File: src/rtl/uart_rx_ctrl.sv
// Purpose : sequences the UART receiver; holds its config; screens frames; buffers good bytes; counts errors.
// Latency : config applies 1 cycle after write (or after rx goes idle); byte visible on out_* 1 cycle after rx_data_valid.
// Backpres: out_valid/out_ready handshake; a good byte arriving into a full FIFO without a pop is dropped and sets overflow.
//
// Ports:
//   CLK, RST                      clock, async active-low reset
//   cfg_wr/cfg_prescale/cfg_par_* config write request (prescale must be 8, 16 or 32)
//   Prescale/PAR_EN/PAR_TYP       applied config to receiver
//   cfg_pending, cfg_err          write waiting for idle receiver / illegal-write pulse
//   rx_busy, rx_data*, rx_*_err   receiver status and completed frame
//   out_data/out_valid/out_ready  byte stream (show-ahead FIFO head)
//   fifo_count, overflow          FIFO occupancy, sticky drop flag
//   par_err_cnt, stp_err_cnt      saturating error counters; err_clr clears them and overflow
//   rx_idle_to                    idle timeout flag, only with UART_RX_CTRL_IDLE_TIMEOUT_EN defined
//
// Optional feature macro: UART_RX_CTRL_IDLE_TIMEOUT_EN

module uart_rx_ctrl #(
  parameter int FIFO_DEPTH   = 4,
  parameter int CNT_W        = 8,
  parameter int PRESCALE_RST = 8
) (
  input  logic             CLK,
  input  logic             RST,
  input  logic             cfg_wr,
  input  logic [5:0]       cfg_prescale,
  input  logic             cfg_par_en,
  input  logic             cfg_par_typ,
  output logic [5:0]       Prescale,
  output logic             PAR_EN,
  output logic             PAR_TYP,
  output logic             cfg_pending,
  output logic             cfg_err,
  input  logic             rx_busy,
  input  logic [7:0]       rx_data,
  input  logic             rx_data_valid,
  input  logic             rx_par_err,
  input  logic             rx_stp_err,
  output logic [7:0]       out_data,
  output logic             out_valid,
  input  logic             out_ready,
  output logic [4:0]       fifo_count,
  output logic             overflow,
  output logic [CNT_W-1:0] par_err_cnt,
  output logic [CNT_W-1:0] stp_err_cnt,
  input  logic             err_clr,
  output logic             rx_idle_to
);

  localparam int AW = $clog2(FIFO_DEPTH);
  localparam int CW = AW + 1;

  // ---------------------------------------------------------------------------
  // Config FSM
  // ---------------------------------------------------------------------------
  typedef enum logic {CFG_IDLE = 1'b0, CFG_WAIT = 1'b1} cfg_state_t;

  cfg_state_t r_state;
  cfg_state_t w_state_nxt;

  logic       w_legal;
  logic       w_wr_ok;
  logic       w_rx_free;
  logic       w_apply;
  logic       w_apply_new;
  logic       w_shadow_ld;

  logic [5:0] r_prescale;
  logic       r_par_en;
  logic       r_par_typ;
  logic [5:0] r_sh_prescale;
  logic       r_sh_par_en;
  logic       r_sh_par_typ;
  logic       r_cfg_err;

  assign w_legal   = (cfg_prescale == 6'd8) || (cfg_prescale == 6'd16) || (cfg_prescale == 6'd32);
  assign w_wr_ok   = cfg_wr & w_legal;
  // A completing frame counts as busy so config never changes under it.
  assign w_rx_free = ~rx_busy & ~rx_data_valid;

  always_ff @(posedge CLK or negedge RST) begin
    if (!RST) r_state <= CFG_IDLE;
    else      r_state <= w_state_nxt;
  end

  always_comb begin
    w_state_nxt = r_state;
    case (r_state)
      CFG_IDLE: if (w_wr_ok && !w_rx_free) w_state_nxt = CFG_WAIT;
      CFG_WAIT: if (w_rx_free)             w_state_nxt = CFG_IDLE;
      default:                             w_state_nxt = CFG_IDLE;
    endcase
  end

  always_comb begin
    w_apply     = 1'b0;
    w_apply_new = 1'b0;
    w_shadow_ld = 1'b0;
    case (r_state)
      CFG_IDLE: begin
        if (w_wr_ok) begin
          if (w_rx_free) begin
            w_apply     = 1'b1;
            w_apply_new = 1'b1;
          end else begin
            w_shadow_ld = 1'b1;
          end
        end
      end
      CFG_WAIT: begin
        if (w_rx_free) begin
          // A write landing in the release cycle supersedes the shadow.
          w_apply     = 1'b1;
          w_apply_new = w_wr_ok;
        end else if (w_wr_ok) begin
          w_shadow_ld = 1'b1;
        end
      end
      default: ;
    endcase
  end

  always_ff @(posedge CLK or negedge RST) begin
    if (!RST) begin
      r_prescale    <= 6'(PRESCALE_RST);
      r_par_en      <= 1'b1;
      r_par_typ     <= 1'b0;
      r_sh_prescale <= 6'(PRESCALE_RST);
      r_sh_par_en   <= 1'b1;
      r_sh_par_typ  <= 1'b0;
      r_cfg_err     <= 1'b0;
    end else begin
      r_cfg_err <= cfg_wr & ~w_legal;
      if (w_shadow_ld) begin
        r_sh_prescale <= cfg_prescale;
        r_sh_par_en   <= cfg_par_en;
        r_sh_par_typ  <= cfg_par_typ;
      end
      if (w_apply) begin
        r_prescale <= w_apply_new ? cfg_prescale : r_sh_prescale;
        r_par_en   <= w_apply_new ? cfg_par_en   : r_sh_par_en;
        r_par_typ  <= w_apply_new ? cfg_par_typ  : r_sh_par_typ;
      end
    end
  end

  assign Prescale    = r_prescale;
  assign PAR_EN      = r_par_en;
  assign PAR_TYP     = r_par_typ;
  assign cfg_pending = (r_state == CFG_WAIT);
  assign cfg_err     = r_cfg_err;

  // ---------------------------------------------------------------------------
  // Frame screening and error counters
  // ---------------------------------------------------------------------------
  logic             w_par_inc;
  logic             w_stp_inc;
  logic             w_push;
  logic [CNT_W-1:0] r_par_cnt;
  logic [CNT_W-1:0] r_stp_cnt;

  assign w_par_inc = rx_data_valid & rx_par_err;
  assign w_stp_inc = rx_data_valid & rx_stp_err;
  assign w_push    = rx_data_valid & ~rx_par_err & ~rx_stp_err;

  // On err_clr a same-cycle event leaves the counter at 1 rather than 0.
  always_ff @(posedge CLK or negedge RST) begin
    if (!RST) begin
      r_par_cnt <= '0;
      r_stp_cnt <= '0;
    end else begin
      if (err_clr)                         r_par_cnt <= CNT_W'(w_par_inc);
      else if (w_par_inc && ~&r_par_cnt)   r_par_cnt <= r_par_cnt + 1'b1;
      if (err_clr)                         r_stp_cnt <= CNT_W'(w_stp_inc);
      else if (w_stp_inc && ~&r_stp_cnt)   r_stp_cnt <= r_stp_cnt + 1'b1;
    end
  end

  assign par_err_cnt = r_par_cnt;
  assign stp_err_cnt = r_stp_cnt;

  // ---------------------------------------------------------------------------
  // Byte FIFO (show-ahead)
  // ---------------------------------------------------------------------------
  logic [7:0]    r_mem [FIFO_DEPTH];
  logic [AW-1:0] r_wr_ptr;
  logic [AW-1:0] r_rd_ptr;
  logic [CW-1:0] r_count;
  logic          r_overflow;
  logic          w_full;
  logic          w_pop;
  logic          w_push_acc;
  logic          w_ovf_set;

  assign out_valid  = (r_count != '0);
  assign w_full     = (r_count == CW'(FIFO_DEPTH));
  assign w_pop      = out_valid & out_ready;
  // A pop in the same cycle frees the slot, so a full FIFO can still accept.
  assign w_push_acc = w_push & (~w_full | w_pop);
  assign w_ovf_set  = w_push & w_full & ~w_pop;

  always_ff @(posedge CLK) begin
    if (w_push_acc) r_mem[r_wr_ptr] <= rx_data;
  end

  always_ff @(posedge CLK or negedge RST) begin
    if (!RST) begin
      r_wr_ptr   <= '0;
      r_rd_ptr   <= '0;
      r_count    <= '0;
      r_overflow <= 1'b0;
    end else begin
      if (w_push_acc) r_wr_ptr <= r_wr_ptr + 1'b1;
      if (w_pop)      r_rd_ptr <= r_rd_ptr + 1'b1;
      case ({w_push_acc, w_pop})
        2'b10:   r_count <= r_count + 1'b1;
        2'b01:   r_count <= r_count - 1'b1;
        default: r_count <= r_count;
      endcase
      if (err_clr) r_overflow <= w_ovf_set;
      else         r_overflow <= r_overflow | w_ovf_set;
    end
  end

  assign out_data   = out_valid ? r_mem[r_rd_ptr] : 8'h00;
  assign fifo_count = 5'(r_count);
  assign overflow   = r_overflow;

  // ---------------------------------------------------------------------------
  // Idle timeout
  // ---------------------------------------------------------------------------
`ifdef UART_RX_CTRL_IDLE_TIMEOUT_EN
  logic [9:0] r_to_cnt;
  logic       r_idle_to;
  logic       w_to_load;
  logic       w_to_run;

  assign w_to_load = w_push_acc | w_pop;
  assign w_to_run  = out_valid & ~rx_busy;

  always_ff @(posedge CLK or negedge RST) begin
    if (!RST) begin
      r_to_cnt  <= '0;
      r_idle_to <= 1'b0;
    end else if (w_to_load) begin
      r_to_cnt  <= 10'(r_prescale) * 10'd10;
      r_idle_to <= 1'b0;
    end else if (w_to_run && (r_to_cnt != '0)) begin
      r_to_cnt <= r_to_cnt - 1'b1;
      if (r_to_cnt == 10'd1) r_idle_to <= 1'b1;
    end
  end

  assign rx_idle_to = r_idle_to;
`else
  assign rx_idle_to = 1'b0;
`endif

endmodule

File: config.mk
export PLATFORM = sky130hd
export DESIGN_NAME = uart_rx_ctrl
export DESIGN_NICKNAME = d
export VERILOG_FILES = /design/src/rtl/uart_rx_ctrl.sv
export SDC_FILE = /design/constraint.sdc
export NUM_CORES = 1
export LEC_CHECK = 0
export BUFFER_PORTS_ARGS = -buffer_cell sky130_fd_sc_hd__buf_2
export CORE_ASPECT_RATIO = 1.1
export CORE_MARGIN = 2
export CORE_UTILIZATION = 59
export CTS_CLUSTER_DIAMETER = 100
export DETAILED_ROUTE_END_ITERATION = 6
export PLACE_DENSITY = 0.95
export SKIP_CTS_REPAIR_TIMING = 1
export SYNTH_ARGS = -nofsm -noshare
export SYNTH_HDL_FRONTEND = slang
export SYNTH_SLANG_ARGS = --single-unit
File: constraint.sdc
create_clock -name CLK -period 6.46 [get_ports CLK]
set_input_delay 1.292 -clock CLK [delete_from_list [all_inputs] [get_ports CLK]]
set_output_delay 1.292 -clock CLK [all_outputs]
set_load 0.05 [all_outputs]
== Word-level counts from Yosys, hierarchy flattened ==
Memories as Yosys holds them, arrays and structs flattened.
Cells that the tools add are included.

* Add/sub/neg operators: 6
* Equality and inequality tests: 6
* Mux-type cells: 24
* Bitwise gates (word level): 21
* Reduce and logical (&&, ||, !) cells: 14

{| class="wikitable"
|+ Operators with widths
! kind !! count
|-
| $mux W8 || 5
|-
| $add A8 B1 Y8 const B || 2
|-
| $reduce_and A8 Y1 || 2
|-
| $mux W1 || 13
|-
| $and A1 B1 Y1 || 11
|-
| $not A1 Y1 || 8
|-
| $pmux W1 S2 || 4
|-
| $eq A6 B4 Y1 const B || 1
|-
| $eq A6 B5 Y1 const B || 1
|-
| $eq A6 B6 Y1 const B || 1
|-
| $mux W6 || 1
|-
| $pmux W3 S2 || 1
|-
| $reduce_bool A2 Y1 || 3
|-
| $add A2 B1 Y2 const B || 2
|-
| $add A3 B1 Y3 const B || 1
|-
| $eq A3 B3 Y1 const B || 1
|-
| $logic_and A1 B1 Y1 || 3
|-
| $logic_not A1 Y1 || 3
|-
| $reduce_bool A3 Y1 || 1
|-
| $sub A3 B1 Y3 const B || 1
|-
| $eq A2 B1 Y1 const B || 1
|-
| $eq A2 B2 Y1 const B || 1
|-
| $logic_or A1 B1 Y1 || 2
|-
| $or A1 B1 Y1 || 2
|}

* Register bits after elaboration: 42
* Memory bits (writable): 32
* Output and inout port bits: 42
* Word-level logic and storage cells: 86
* Memories: 1

{| class="wikitable"
|+ Memories
! memory !! depth !! bits a word !! rd ports !! clocked after Yosys merged registers in !! wr ports !! line !! RTL
|-
| r_mem || 4 || 8 || 1 || 0 || 1 || 185 || <nowiki>logic [7:0] r_mem [FIFO_DEPTH];</nowiki>
|}

== Longest topological paths before layout ==
* Depth in word-level cells: 7
* Mapped depth: 10
* Mapped depth without buffers: 9

== Worst setup path after synthesis ==
OpenSTA, ideal clock, no wires.

* Path type: reg-to-output
* Start point: reg r_count[0]
* End point: out out_data[0]
* Arrival: 1.927 ns
* Data required time: 5.168 ns
* Path slack: 3.241 ns
* Cell stages (with the launch flop): 4
* Buffers on the path: 1
* Cells stage by stage: dfrtp_1 -> or3_1 -> clkbuf_1 -> and2_1

* Word-level cells in the longest chain between the ends: 2

{| class="wikitable"
|+ RTL lines
! element !! line !! RTL
|-
| start, declared || 188 || <nowiki>logic [CW-1:0] r_count;</nowiki>
|-
| start signal, assigned || 216 || <nowiki>2'b10: r_count <= r_count + 1'b1;</nowiki>
|-
| start signal, assigned || 217 || <nowiki>2'b01: r_count <= r_count - 1'b1;</nowiki>
|-
| start signal, assigned || 218 || <nowiki>default: r_count <= r_count;</nowiki>
|-
| $reduce_bool A3 Y1 || 195 || <nowiki>assign out_valid = (r_count != '0);</nowiki>
|-
| net out_valid || 40 || <nowiki>output logic out_valid,</nowiki>
|-
| $mux W8 || 225 || <nowiki>assign out_data = out_valid ? r_mem[r_rd_ptr] : 8'h00;</nowiki>
|-
| end, declared || 39 || <nowiki>output logic [7:0] out_data,</nowiki>
|}

The timed path passes the listed nets, and every way through them passes these cells.

== Worst setup path in the final report ==
* Start point: reg r_rd_ptr[0]
* End point: out out_data[5]

* Word-level cells in the longest chain between the ends: 2

{| class="wikitable"
|+ RTL lines
! element !! line !! RTL
|-
| start, declared || 187 || <nowiki>logic [AW-1:0] r_rd_ptr;</nowiki>
|-
| start signal, assigned || 214 || <nowiki>if (w_pop) r_rd_ptr <= r_rd_ptr + 1'b1;</nowiki>
|-
| $mem_v2 Z4 W8 || n/a ||
|-
| $mux W8 || 225 ||
|}

Every way passes these cells.

==> summary.md <==
| Metric | Value |
|---|---|
| Worst-skew pair later-pin latency | `0.35 ns` |
| Post-layout min period | `3.31 ns` |
| Layout Cells excl Fill | `398` |
| Mapped Area | `3380 um^2` |
| Final period util | `51.2%` |
| CP Launch Type | `register` |
| Worst-path fanout max | `10` |
| Max Fclk | `302 MHz` |
| Buffers on Ports | `63` |
| Largest net degree at the start of global routing | `43` |
| Largest family of logic cells by synthesized area | `simple AND/OR/NAND/NOR gates` |
| Asr flop ratio synth | `56.8%` |
| Seq pwr share | `41.3%` |
| Max IR drop VDD | `0.205 mV` |
| Die H | `83.3 um` |
| Vias | `2256` |
| Vias per inst | `5.67` |
| P_int | `910 uW` |
| Switching Share | `39.4%` |
| Die W | `76.1 um` |
| CTS H-Tree Depth | `3` |
| Layout area overhead | `16.5%` |
| Clock Skew | `0.0108 ns` |
| Placed insts | `382` |
| Reg clk slew, reported paths | `0.08 ns` |
| Hold crit path type | `reg -> reg` |
| Die ar. | `6340 um^2` |
| CTS buffer count | `9` |
| DPL Wire Length | `4410 um` |
| Synthesized-area fraction occupied by and/or/nand/nor cells | `14.2%` |
| Post-Route Setup TNS | `0 ns` |
| Critical Path Sink Type | `output port` |
| Root Driver | `clkbuf_8` |
| Initial antenna violation count | `0` |
| Slew Viols, Final | `0` |
| Total Wirelength | `6260 um` |
| Placed inst area | `3730 um^2` |
| Final setup vio count | `0` |
| Post-synthesis xor/xnor area fraction | `2.85%` |
| Actual slew at the worst max-slew pin | `0.911 ns` |
| Pleak | `1.68 nW` |
| Core area | `5470 um^2` |
| Io pins | `67` |
| Wire per inst | `15.7 um` |
| Share of cells above drive strength 1 | `33.1%` |
| Most frequent cells in the layout | `buf_2 (63), dfrtp_1 (38), edfxtp_1 (32)` |
| Maximum root-to-sink buffer count | `2` |
| Mapped Avg Cell Area | `13.3 um^2` |
| EDFF count, synth | `32` |
| Antenna diode count | `0` |
| Max cap viols | `0` |
| RSZ-0062 raised after global routing | `false` |
| Clock power frac | `24.2%` |
| Final-stage net count | `351` |
| CP Class | `reg -> out` |
| Initial DRC Count | `129` |
| DRC | `0` |
| Final hold violations | `0` |
| Placer Congestion | `0.749` |
| Gr ovfl total | `0` |
| Status | `finished, final reports clean` |
| Post-Synthesis Cells | `254` |
| Main synth FF type | `dfrtp_1` |
| Vias in the first global route | `2101` |
| Sw power | `592 uW` |
| Power Density | `382 nW/um^2` |
| First-pass GRT wire length | `10200 um` |
| Synth Area in Adders | `3.19%` |
| Post-synthesis sequential area ratio | `59.7%` |
| Final instance area | `3930 um^2` |
| Starting density of the core | `61.8%` |
| Compound-gate portion of the synthesized area | `8.38%` |
| Routed Antenna Nets | `0` |
| Reg2reg setup slack | `4.03 ns` |
| Commonest non-fill, non-tap cell in the layout | `buf_2` |
| Total GRT Usage | `20.6%` |
| Mux cell area share after synthesis | `8.19%` |
| Warnings, synthesis | `0` |
| Core Rows | `28` |
| Fin Hold WS | `0.485 ns` |
| Num Clock Sinks | `74` |
| Crit path DAT | `2.02 ns` |
| CTS tree | `done` |
| Yosys reg bits | `74` |
| Post-synth cell types | `50` |
| Data required, critical path | `5.17 ns` |
| Slew margin rel. | `39.3%` |
| Comb pwr share | `34.5%` |
| Drt pass-1 iters | `4` |
==> cells in the mapped netlist (2+ instances only) <==
cell type	count	share of area, %
o211ai_1	3	0.67
ha_1	7	2.6
and2_1	15	2.8
and3_1	4	0.74
mux4_2	8	5.3
buf_2	3	0.44
nand2b_1	2	0.37
mux2_2	5	1.7
nor2b_1	4	0.74
and4_1	3	0.78
clkbuf_1	6	0.67
dfrtp_1	38	28
buf_4	3	0.67
xnor2_1	6	1.6
nor2_1	9	1.0
edfxtp_1	32	28
o31ai_1	2	0.44
nand3_1	7	1.0
nand4_1	3	0.56
nand2_1	7	0.78
or3_1	3	0.56
or4_1	2	0.44
a21oi_1	9	1.3
and2b_1	2	0.44
a22o_1	3	0.78
a221oi_2	5	2.2
dfstp_2	4	3.1
inv_1	14	1.6
xor2_1	5	1.3
o21ai_0	4	0.59
nor3_1	14	2.1
mux2i_1	4	1.2
==> final cells by class <==
type | count | area [um^2]
clock inverters | 7 | 76.3
clock buffers | 9 | 124
multi-input cells | 156 | 1250
repair buffers | 63 | 315
fillers | 385 | 1530
inverters | 14 | 52.6
well taps | 75 | 93.8
flip-flops and latches | 74 | 2020
==> power groups by stage <==
stage | combinational (mW) | sequential, mW | clock, mW
after global routing | 0.550 | 0.630 | 0.388
after floorplan | 0.346 | 0.691 | 0
after CTS | 0.521 | 0.620 | 0.371
final | 0.519 | 0.620 | 0.363
after detailed placement | 0.520 | 0.630 | 0
after global placement | 0.506 | 0.624 | 0
==> through the flow <==
stage	total power, mW	setup slack (ns)	utilization, %
floorplan	1.04	3.24	-
global placement	1.13	3.20	68.3
detailed placement	1.15	3.09	68.3
CTS	1.51	3.13	72.0
global route	1.57	3.02	72.0
finish	1.50	3.15	72.0
==> kinds of logic after synthesis <==
family,Yosys count
adder cells (fa/ha/maj),8
flip-flops,74
XOR/XNOR,11
AND/OR/NAND/NOR,83
multiplexers,17
buffers and inverters,26
AO/OA/AOI/OAI,34
other,1
==> layer usage <==
metal	up-vias	global-route usage, %	share of wire (%)	routed length, um
li1	1069	-	-	-
met5	-	0	0	0
met3	9	5.11	5.2	325
met4	0	7.93	1.3	82
met2	73	33.4	50	3100
met1	1105	27.1	44	2750
==> sequential cells by signal, summed over array words and instances (netlist names), 2 cells and up <==
signal	count
r_sh_prescale	6
r_count	3
r_rd_ptr	2
par_err_cnt	8
stp_err_cnt	8
r_wr_ptr	2
Prescale	6
r_mem	32
==> worst paths after layout <==
| path | from | to | cells after the start |
|---|---|---|---|
| setup / recovery | r_rd_ptr[0] | out_data[5] | 3 |
| min in group asynchronous | RST | par_err_cnt[5] | 1 |
| max in group asynchronous | RST | r_wr_ptr[1] | 1 |
| hold reg to reg | PAR_EN | PAR_EN | 2 |
| setup reg to reg | r_count[0] | r_count[2] | 9 |
| hold / removal | PAR_EN | PAR_EN | 2 |
==> critical path, cell delays in order (launching register included) <==
cell and delay [ns]:
dfrtp_1 0.70, mux4_2 0.58, and2_1 0.18, buf_2 0.21
Note: power is estimated with default switching activity, not from simulation.
